<file path="config.mk">
export PLATFORM = sky130hd
export DESIGN_NAME = event_packetizer_flat
export DESIGN_NICKNAME = d
export VERILOG_FILES = /design/src/rtl/event_packetizer_pkg.sv /design/src/rtl/event_packetizer_if.sv /design/src/rtl/event_packetizer_sync_fifo.sv /design/src/rtl/event_packetizer.sv /design/src/flat_wrapper.sv
export SDC_FILE = /design/constraint.sdc
export NUM_CORES = 1
export LEC_CHECK = 0
export ABC_AREA = 1
export CORE_UTILIZATION = 50
export DETAILED_ROUTE_END_ITERATION = 12
export PLACE_DENSITY_LB_ADDON = 0.12
export SETUP_SLACK_MARGIN = 0.2
export SYNTH_ARGS = -nofsm -noshare
export SYNTH_HDL_FRONTEND = slang
export SYNTH_SLANG_ARGS = --single-unit
</file>
<file path="constraint.sdc">
create_clock -name clk_i -period 6.2 [get_ports clk_i]
set_input_delay 1.86 -clock clk_i [delete_from_list [all_inputs] [get_ports clk_i]]
set_output_delay 1.86 -clock clk_i [all_outputs]
set_load 0.05 [all_outputs]
</file>
<file path="src/rtl/event_packetizer_pkg.sv">
// Shared defaults and the AER event word layout for the EBC readout packetizer.
package event_packetizer_pkg;

    localparam int unsigned AddrWDef = 3;
    localparam int unsigned TsWDef   = 16;

    typedef struct packed {
        logic                last;
        logic                polarity;
        logic [AddrWDef-1:0] x;
        logic [AddrWDef-1:0] y;
        logic [TsWDef-1:0]   ts;
    } event_t;

    localparam int unsigned EventWDef = $bits(event_t);

    function automatic int unsigned event_width(int unsigned addr_w, int unsigned ts_w);
        return 2 + 2 * addr_w + ts_w;
    endfunction

endpackage

</file>
<file path="src/rtl/event_packetizer_if.sv">
// Arbiter-side grant inputs and consumer-side event stream of the packetizer.
interface event_packetizer_if #(
    parameter int unsigned WIDTH  = 8,
    parameter int unsigned ADDR_W = 3,
    parameter int unsigned TS_W   = 16,
    parameter int unsigned DEPTH  = 8
);
    localparam int unsigned EventW = 2 + 2 * ADDR_W + TS_W;
    localparam int unsigned LevelW = $clog2(DEPTH) + 1;

    logic [WIDTH-1:0]  y_gnt_i;
    logic [ADDR_W-1:0] yadd_i;
    logic [ADDR_W-1:0] xadd_i;
    logic              polarity_i;
    logic              grp_release_i;
    logic              arb_enable_o;
    logic [EventW-1:0] event_o;
    logic              event_valid_o;
    logic              event_ready_i;
    logic [7:0]        drop_cnt_o;
    logic [LevelW-1:0] fifo_level_o;

    // Packetizer side.
    modport slave (
        input  y_gnt_i, yadd_i, xadd_i, polarity_i, grp_release_i, event_ready_i,
        output arb_enable_o, event_o, event_valid_o, drop_cnt_o, fifo_level_o
    );

    // Arbiter/consumer side.
    modport master (
        output y_gnt_i, yadd_i, xadd_i, polarity_i, grp_release_i, event_ready_i,
        input  arb_enable_o, event_o, event_valid_o, drop_cnt_o, fifo_level_o
    );

endinterface

</file>
<file path="src/rtl/event_packetizer_sync_fifo.sv">
// Show-ahead synchronous FIFO; pointers carry one extra wrap bit so level == DEPTH means full.
module event_packetizer_sync_fifo #(
    parameter int unsigned DATA_W = 24,
    parameter int unsigned DEPTH  = 8
) (
    input  logic                       clk_i,
    input  logic                       reset_i,
    input  logic                       push_i,
    input  logic                       pop_i,
    input  logic [DATA_W-1:0]          wdata_i,
    output logic [DATA_W-1:0]          rdata_o,
    output logic [$clog2(DEPTH):0]     level_o,
    output logic                       full_o,
    output logic                       empty_o
);
    localparam int unsigned PtrW = $clog2(DEPTH);

    logic [DATA_W-1:0] mem_q [DEPTH];
    logic [PtrW:0]     wptr_q, wptr_d;
    logic [PtrW:0]     rptr_q, rptr_d;
    logic              push_ok, pop_ok;

    assign level_o = wptr_q - rptr_q;
    assign full_o  = (level_o == (PtrW + 1)'(DEPTH));
    assign empty_o = (wptr_q == rptr_q);
    assign pop_ok  = pop_i && !empty_o;
    // A pop in the same cycle frees the slot, so a full FIFO still accepts a push.
    assign push_ok = push_i && (!full_o || pop_ok);
    assign rdata_o = empty_o ? '0 : mem_q[rptr_q[PtrW-1:0]];

    always_comb begin
        wptr_d = wptr_q;
        rptr_d = rptr_q;
        if (push_ok) wptr_d = wptr_q + 1'b1;
        if (pop_ok)  rptr_d = rptr_q + 1'b1;
    end

    always_ff @(posedge clk_i or posedge reset_i) begin
        if (reset_i) begin
            wptr_q <= '0;
            rptr_q <= '0;
        end else begin
            wptr_q <= wptr_d;
            rptr_q <= rptr_d;
        end
    end

    always_ff @(posedge clk_i) begin
        if (push_ok) mem_q[wptr_q[PtrW-1:0]] <= wdata_i;
    end

endmodule

</file>
<file path="src/rtl/event_packetizer.sv">
// Timestamps arbiter grants into AER event words, buffers them, and throttles the arbiters
// from buffer occupancy; events arriving on a full buffer are counted as drops.
module event_packetizer
    import event_packetizer_pkg::*;
#(
    parameter int unsigned WIDTH  = 8,
    parameter int unsigned ADDR_W = AddrWDef,
    parameter int unsigned TS_W   = TsWDef,
    parameter int unsigned DEPTH  = 8
) (
    input logic                clk_i,
    input logic                reset_i,
    event_packetizer_if.slave  bus
);
    localparam int unsigned EventW = event_width(ADDR_W, TS_W);
    localparam int unsigned LevelW = $clog2(DEPTH) + 1;

    typedef struct packed {
        logic              last;
        logic              polarity;
        logic [ADDR_W-1:0] x;
        logic [ADDR_W-1:0] y;
        logic [TS_W-1:0]   ts;
    } word_t;

    logic [WIDTH-1:0]  gnt;
    logic              ev_present, push, pop, full, empty, drop;
    logic [LevelW-1:0] level, level_next;
    logic [EventW-1:0] rdata;
    word_t             wdata;

    logic [TS_W-1:0]   ts_q, ts_d;
    logic [7:0]        drop_q, drop_d;
    logic              en_q, en_d;

    // Multi-hot grants still count as a single event; yadd_i carries the address.
    assign gnt        = bus.y_gnt_i;
    assign ev_present = |gnt;
    assign pop        = !empty && bus.event_ready_i;
    assign push       = ev_present && (!full || pop);
    assign drop       = ev_present && full && !pop;

    always_comb begin
        wdata.last     = bus.grp_release_i;
        wdata.polarity = bus.polarity_i;
        wdata.x        = bus.xadd_i;
        wdata.y        = bus.yadd_i;
        wdata.ts       = ts_q;
    end

    always_comb begin
        level_next = level + LevelW'(push) - LevelW'(pop);
        ts_d       = ts_q + 1'b1;
        drop_d     = drop_q;
        if (drop && drop_q != 8'hFF) drop_d = drop_q + 1'b1;
        // Two cycles of headroom: one for this register, one for the arbiter grant register.
        en_d       = (level_next <= LevelW'(DEPTH - 3));
    end

    always_ff @(posedge clk_i or posedge reset_i) begin
        if (reset_i) begin
            ts_q   <= '0;
            drop_q <= '0;
            en_q   <= 1'b0;
        end else begin
            ts_q   <= ts_d;
            drop_q <= drop_d;
            en_q   <= en_d;
        end
    end

    event_packetizer_sync_fifo #(
        .DATA_W (EventW),
        .DEPTH  (DEPTH)
    ) u_fifo (
        .clk_i   (clk_i),
        .reset_i (reset_i),
        .push_i  (push),
        .pop_i   (pop),
        .wdata_i (wdata),
        .rdata_o (rdata),
        .level_o (level),
        .full_o  (full),
        .empty_o (empty)
    );

    assign bus.event_o       = rdata;
    assign bus.event_valid_o = !empty;
    assign bus.fifo_level_o  = level;
    assign bus.drop_cnt_o    = drop_q;
    assign bus.arb_enable_o  = en_q;

endmodule

</file>
<file path="src/flat_wrapper.sv">
// flat-port wrapper written by rule: the top's interface ports become plain ports
module event_packetizer_flat import event_packetizer_pkg::*;
#(
    parameter int unsigned WIDTH  = 8,
    parameter int unsigned ADDR_W = AddrWDef,
    parameter int unsigned TS_W   = TsWDef,
    parameter int unsigned DEPTH  = 8
)
  (clk_i, reset_i, bus_y_gnt_i, bus_yadd_i, bus_xadd_i, bus_polarity_i, bus_grp_release_i, bus_event_ready_i, bus_arb_enable_o, bus_event_o, bus_event_valid_o, bus_drop_cnt_o, bus_fifo_level_o);
  event_packetizer_if #(.WIDTH(WIDTH), .ADDR_W(ADDR_W), .TS_W(TS_W), .DEPTH(DEPTH)) bus_i ();
  input logic clk_i;
  input logic reset_i;
  input wire logic [$bits(bus_i.y_gnt_i)-1:0] bus_y_gnt_i;
  input wire logic [$bits(bus_i.yadd_i)-1:0] bus_yadd_i;
  input wire logic [$bits(bus_i.xadd_i)-1:0] bus_xadd_i;
  input wire logic [$bits(bus_i.polarity_i)-1:0] bus_polarity_i;
  input wire logic [$bits(bus_i.grp_release_i)-1:0] bus_grp_release_i;
  input wire logic [$bits(bus_i.event_ready_i)-1:0] bus_event_ready_i;
  output wire logic [$bits(bus_i.arb_enable_o)-1:0] bus_arb_enable_o;
  output wire logic [$bits(bus_i.event_o)-1:0] bus_event_o;
  output wire logic [$bits(bus_i.event_valid_o)-1:0] bus_event_valid_o;
  output wire logic [$bits(bus_i.drop_cnt_o)-1:0] bus_drop_cnt_o;
  output wire logic [$bits(bus_i.fifo_level_o)-1:0] bus_fifo_level_o;
  assign bus_i.y_gnt_i = bus_y_gnt_i;
  assign bus_i.yadd_i = bus_yadd_i;
  assign bus_i.xadd_i = bus_xadd_i;
  assign bus_i.polarity_i = bus_polarity_i;
  assign bus_i.grp_release_i = bus_grp_release_i;
  assign bus_i.event_ready_i = bus_event_ready_i;
  assign bus_arb_enable_o = bus_i.arb_enable_o;
  assign bus_event_o = bus_i.event_o;
  assign bus_event_valid_o = bus_i.event_valid_o;
  assign bus_drop_cnt_o = bus_i.drop_cnt_o;
  assign bus_fifo_level_o = bus_i.fifo_level_o;
  event_packetizer #(.WIDTH(WIDTH), .ADDR_W(ADDR_W), .TS_W(TS_W), .DEPTH(DEPTH)) u_core (.clk_i(clk_i), .reset_i(reset_i), .bus(bus_i));
endmodule
</file>
==> results.json <==
{
  "drv_cap": 0,
  "yosys.area_share.xor_xnor": 0.0199,
  "rows": 50,
  "met2_routing_resource_usage_after_global_routing": 0.372,
  "floorplan.initialDensity": 0.514,
  "pin_slew_with_the_least_headroom_to_its_limit_ns": 0.982,
  "die-area_um2": 19900,
  "synth.area.mux_share": 0,
  "place.detailed.hpwl_um": 11600,
  "fmax_mhz": 201,
  "reg2reg_setup_slack_ns": 2.34,
  "setup-tns-final_ns": 0,
  "clkSinkCount": 225,
  "crit_fanout": 27,
  "die_h_um": 141,
  "cts_made_buffers": 24,
  "rsz_0062_raised_after_global_routing": "false",
  "netlist-cell-type-count": 31,
  "hold_slack_ns": 0.526,
  "final_net_count": 960,
  "clock_path_buffers": 3,
  "setup_violations": 0,
  "tritoncts_clock_tree": "built",
  "grt_max_degree": 98,
  "synth_async_sr_flop_share": 0.147,
  "postSynth.topFlopCell": "sky130_fd_sc_hd__edfxtp_1",
  "postCtsResizedCells": 0,
  "synth_fa_ha_area_frac": 0.0197,
  "ctsHtreeMaxLevel": 1,
  "ioPinCount": 57,
  "post_synthesis_cells": 869,
  "remaining_drc_errors": 0,
  "timing.hold.worst_path_depth": 2,
  "drt-pass1-iter-count": 4,
  "worst_setup_path_start_kind": "flip-flop",
  "layout.cells.most_common": "sky130_fd_sc_hd__edfxtp_1",
  "hold_path_class": "reg -> reg",
  "port-buffer-count": 56,
  "first_pass_grt_wire_length_um": 33600,
  "grt_antenna_before_repair": 0,
  "status": "finished, final reports clean",
  "maxSlewHeadroom": 0.345,
  "post-cts-setup-buffer-count": 0,
  "clkSlewWorstSetupHoldPaths_ns": 0.06,
  "min_period_ns": 4.96,
  "total_vias_in_the_final_route": 6363,
  "synth.yosys.seq_area_share": 0.682,
  "drt_iter0_drc": 440,
  "ys_top_cells_by_area": "sky130_fd_sc_hd__edfxtp_1 60%, sky130_fd_sc_hd__dfrtp_1 8.5%, sky130_fd_sc_hd__nor2_1 6.8%, sky130_fd_sc_hd__nand2_1 6.5%, sky130_fd_sc_hd__o21ai_0 4.1%",
  "grt_pass1_vias": 6273,
  "yosysTopAreaCell": "sky130_fd_sc_hd__edfxtp_1",
  "final_weighted_congestion_in_routability_driven_placement": 0.821,
  "grt_use_total": 0.220,
  "clock-skew-final_ns": 0.0158,
  "maxSlewViolCount": 0,
  "area.growth.synth_to_final_pct": 15.3,
  "whs_endpoint": "u_core.bus.drop_cnt_o[3]",
  "netlist.area_leader.share": 0.596,
  "synth_seq_cells": 225,
  "synth_simple_gate_area_share": 0.173,
  "met1_usage": 0.301,
  "critical_path.reg2reg.endpoint": "u_core.u_fifo.mem_q[5][19]",
  "post-place-ws_ns": 1.74,
  "final_min_period_over_clock_period": 0.800,
  "die_w_um": 141,
  "cts-hold-fix-buffers": 0,
  "clk_latency_ns": 0.51,
  "dominant_combinational_cell_family_by_area_after_synthesis": "simple AND/OR/NAND/NOR gates",
  "cp_data_arrival_time_ns": 3.10,
  "wl_um": 20900,
  "antenna_cells": 0,
  "timing.critical_path.to_type": "primary output",
  "groute.layer.met3.usage": 0.0262,
  "finalHoldViolations": 0,
  "grt.overflow.total": 0,
  "grt_most_used_layer": "met2",
  "detail_route.vias_per_cell": 5.29,
  "synth-edff-count": 192,
  "worstRegToRegCells": 11,
  "synth_warnings": 0,
  "ctsRootBufferMaster": "sky130_fd_sc_hd__clkbuf_16",
  "ant_nets": 0,
  "hold_path.startpoint": "u_core.bus.drop_cnt_o[3]",
  "fill_cell_instance_count_of_the_final_layout": 1518,
  "detail_route.wl_per_cell_um": 17.4,
  "post_route_cells_drive_above_1_share": 0.101,
  "leading_cell_types_in_the_layout_fill_and_taps_excluded": "192 x sky130_fd_sc_hd__edfxtp_1, 168 x sky130_fd_sc_hd__nor2_1, 168 x sky130_fd_sc_hd__nand2_1",
  "share_of_the_synthesized_area_in_compound_gates_ao_oa_aoi_oai": 0.0669,
  "worst_setup_path_type": "reg -> out",
  "post_route_worst_setup_slack_ns": 1.24,
  "timing.critical_path.required_ns": 4.34,
  "post_synth.cell_area_avg_um2": 11.1,
  "fp.coreArea_um2": 18800,
  "worstReg2RegStart": "u_core.u_fifo.rptr_q[0]",
  "postSynthNetCount": 902,
  "post_synth_instance_area_um2": 9670
}
[through the flow]
stage / area (um2) / instances / util
floorplan: 9670 / 869 / -
global placement: 10400 / 1161 / 0.551
detailed placement: 10400 / 1161 / 0.551
CTS: 11200 / 1202 / 0.592
global route: 11200 / 1202 / 0.592
finish: 11200 / 1202 / 0.592
[cell type report]
| cell class | count | area (um2) | area share |
|---|---|---|---|
| Timing Repair Buffer | 71 | 613 | 0.0550 |
| Inverter | 33 | 126 | 0.0113 |
| Clock buffer | 29 | 641 | 0.0575 |
| Sequential cell | 225 | 6590 | 0.591 |
| Clock inverter | 12 | 129 | 0.0116 |
| Multi-Input combinational cell | 572 | 2720 | 0.244 |
| Tap cell | 260 | 325 | 0.0292 |
[per-layer routing]
layer / wire (um) / part of all wire / up-vias
met5: 0 / 0 / -
met4: 363 / 0.017 / 0
met3: 1110 / 0.053 / 33
met2: 10200 / 0.49 / 170
met1: 9300 / 0.44 / 3081
li1: - / - / 3079
[kinds of logic after synthesis]
kind of cell / after synthesis
buffers and inverters: 72
AO/OA/AOI/OAI: 127
XOR/XNOR: 22
flip-flops: 225
adder cells (fa/ha/maj): 14
AND/OR/NAND/NOR: 409
[worst max path at each step]
| stage | startpoint | to | cells past startpoint | slack (ns) |
|---|---|---|---|---|
| finish | u_core.u_fifo.rptr_q[2] | bus_event_valid_o | 6 | 1.24 |
| floorplan | u_core.u_fifo.wptr_q[0] | bus_event_o[14] | 8 | 1.83 |
| CTS | u_core.u_fifo.rptr_q[2] | bus_event_valid_o | 6 | 1.20 |
| global route | u_core.u_fifo.rptr_q[0] | bus_event_valid_o | 5 | 1.12 |
| global placement | u_core.u_fifo.rptr_q[2] | bus_event_valid_o | 6 | 1.77 |
| detailed placement | u_core.u_fifo.rptr_q[2] | bus_event_valid_o | 6 | 1.74 |
[state kept, by name (all words and copies together) (netlist names)]
name	cells
u_core.u_fifo.wptr_q	4
u_core.ts_q	16
u_core.u_fifo.rptr_q	4
u_core.u_fifo.mem_q	192
u_core.bus.drop_cnt_o	8
u_core.bus.arb_enable_o	1
[synth_stat cells, types with 3 or more instances]
library cell	number
sky130_fd_sc_hd__a21oi_1	25
sky130_fd_sc_hd__buf_2	17
sky130_fd_sc_hd__buf_4	6
sky130_fd_sc_hd__buf_6	7
sky130_fd_sc_hd__clkbuf_1	3
sky130_fd_sc_hd__clkbuf_2	5
sky130_fd_sc_hd__dfrtp_1	33
sky130_fd_sc_hd__edfxtp_1	192
sky130_fd_sc_hd__ha_1	12
sky130_fd_sc_hd__inv_1	29
sky130_fd_sc_hd__inv_2	3
sky130_fd_sc_hd__nand2_1	168
sky130_fd_sc_hd__nand2_4	4
sky130_fd_sc_hd__nand3_1	46
sky130_fd_sc_hd__nand4_1	4
sky130_fd_sc_hd__nor2_1	176
sky130_fd_sc_hd__o21ai_0	80
sky130_fd_sc_hd__o21ai_1	21
sky130_fd_sc_hd__xnor2_1	8
sky130_fd_sc_hd__xor2_1	14
[critical path, stage by stage, from the launching register on]
cell and delay (ns):
sky130_fd_sc_hd__dfrtp_1 0.39, sky130_fd_sc_hd__inv_2 0.41, sky130_fd_sc_hd__ha_1 0.38, sky130_fd_sc_hd__nand2_2 0.11
sky130_fd_sc_hd__nor2_4 0.04, sky130_fd_sc_hd__nand2_4 0.36, sky130_fd_sc_hd__clkdlybuf4s50_1 0.90
Power is left out: the tool's default activity adds up to more than one toggle a clock period on the data nets, which glitch-free logic cannot reach.
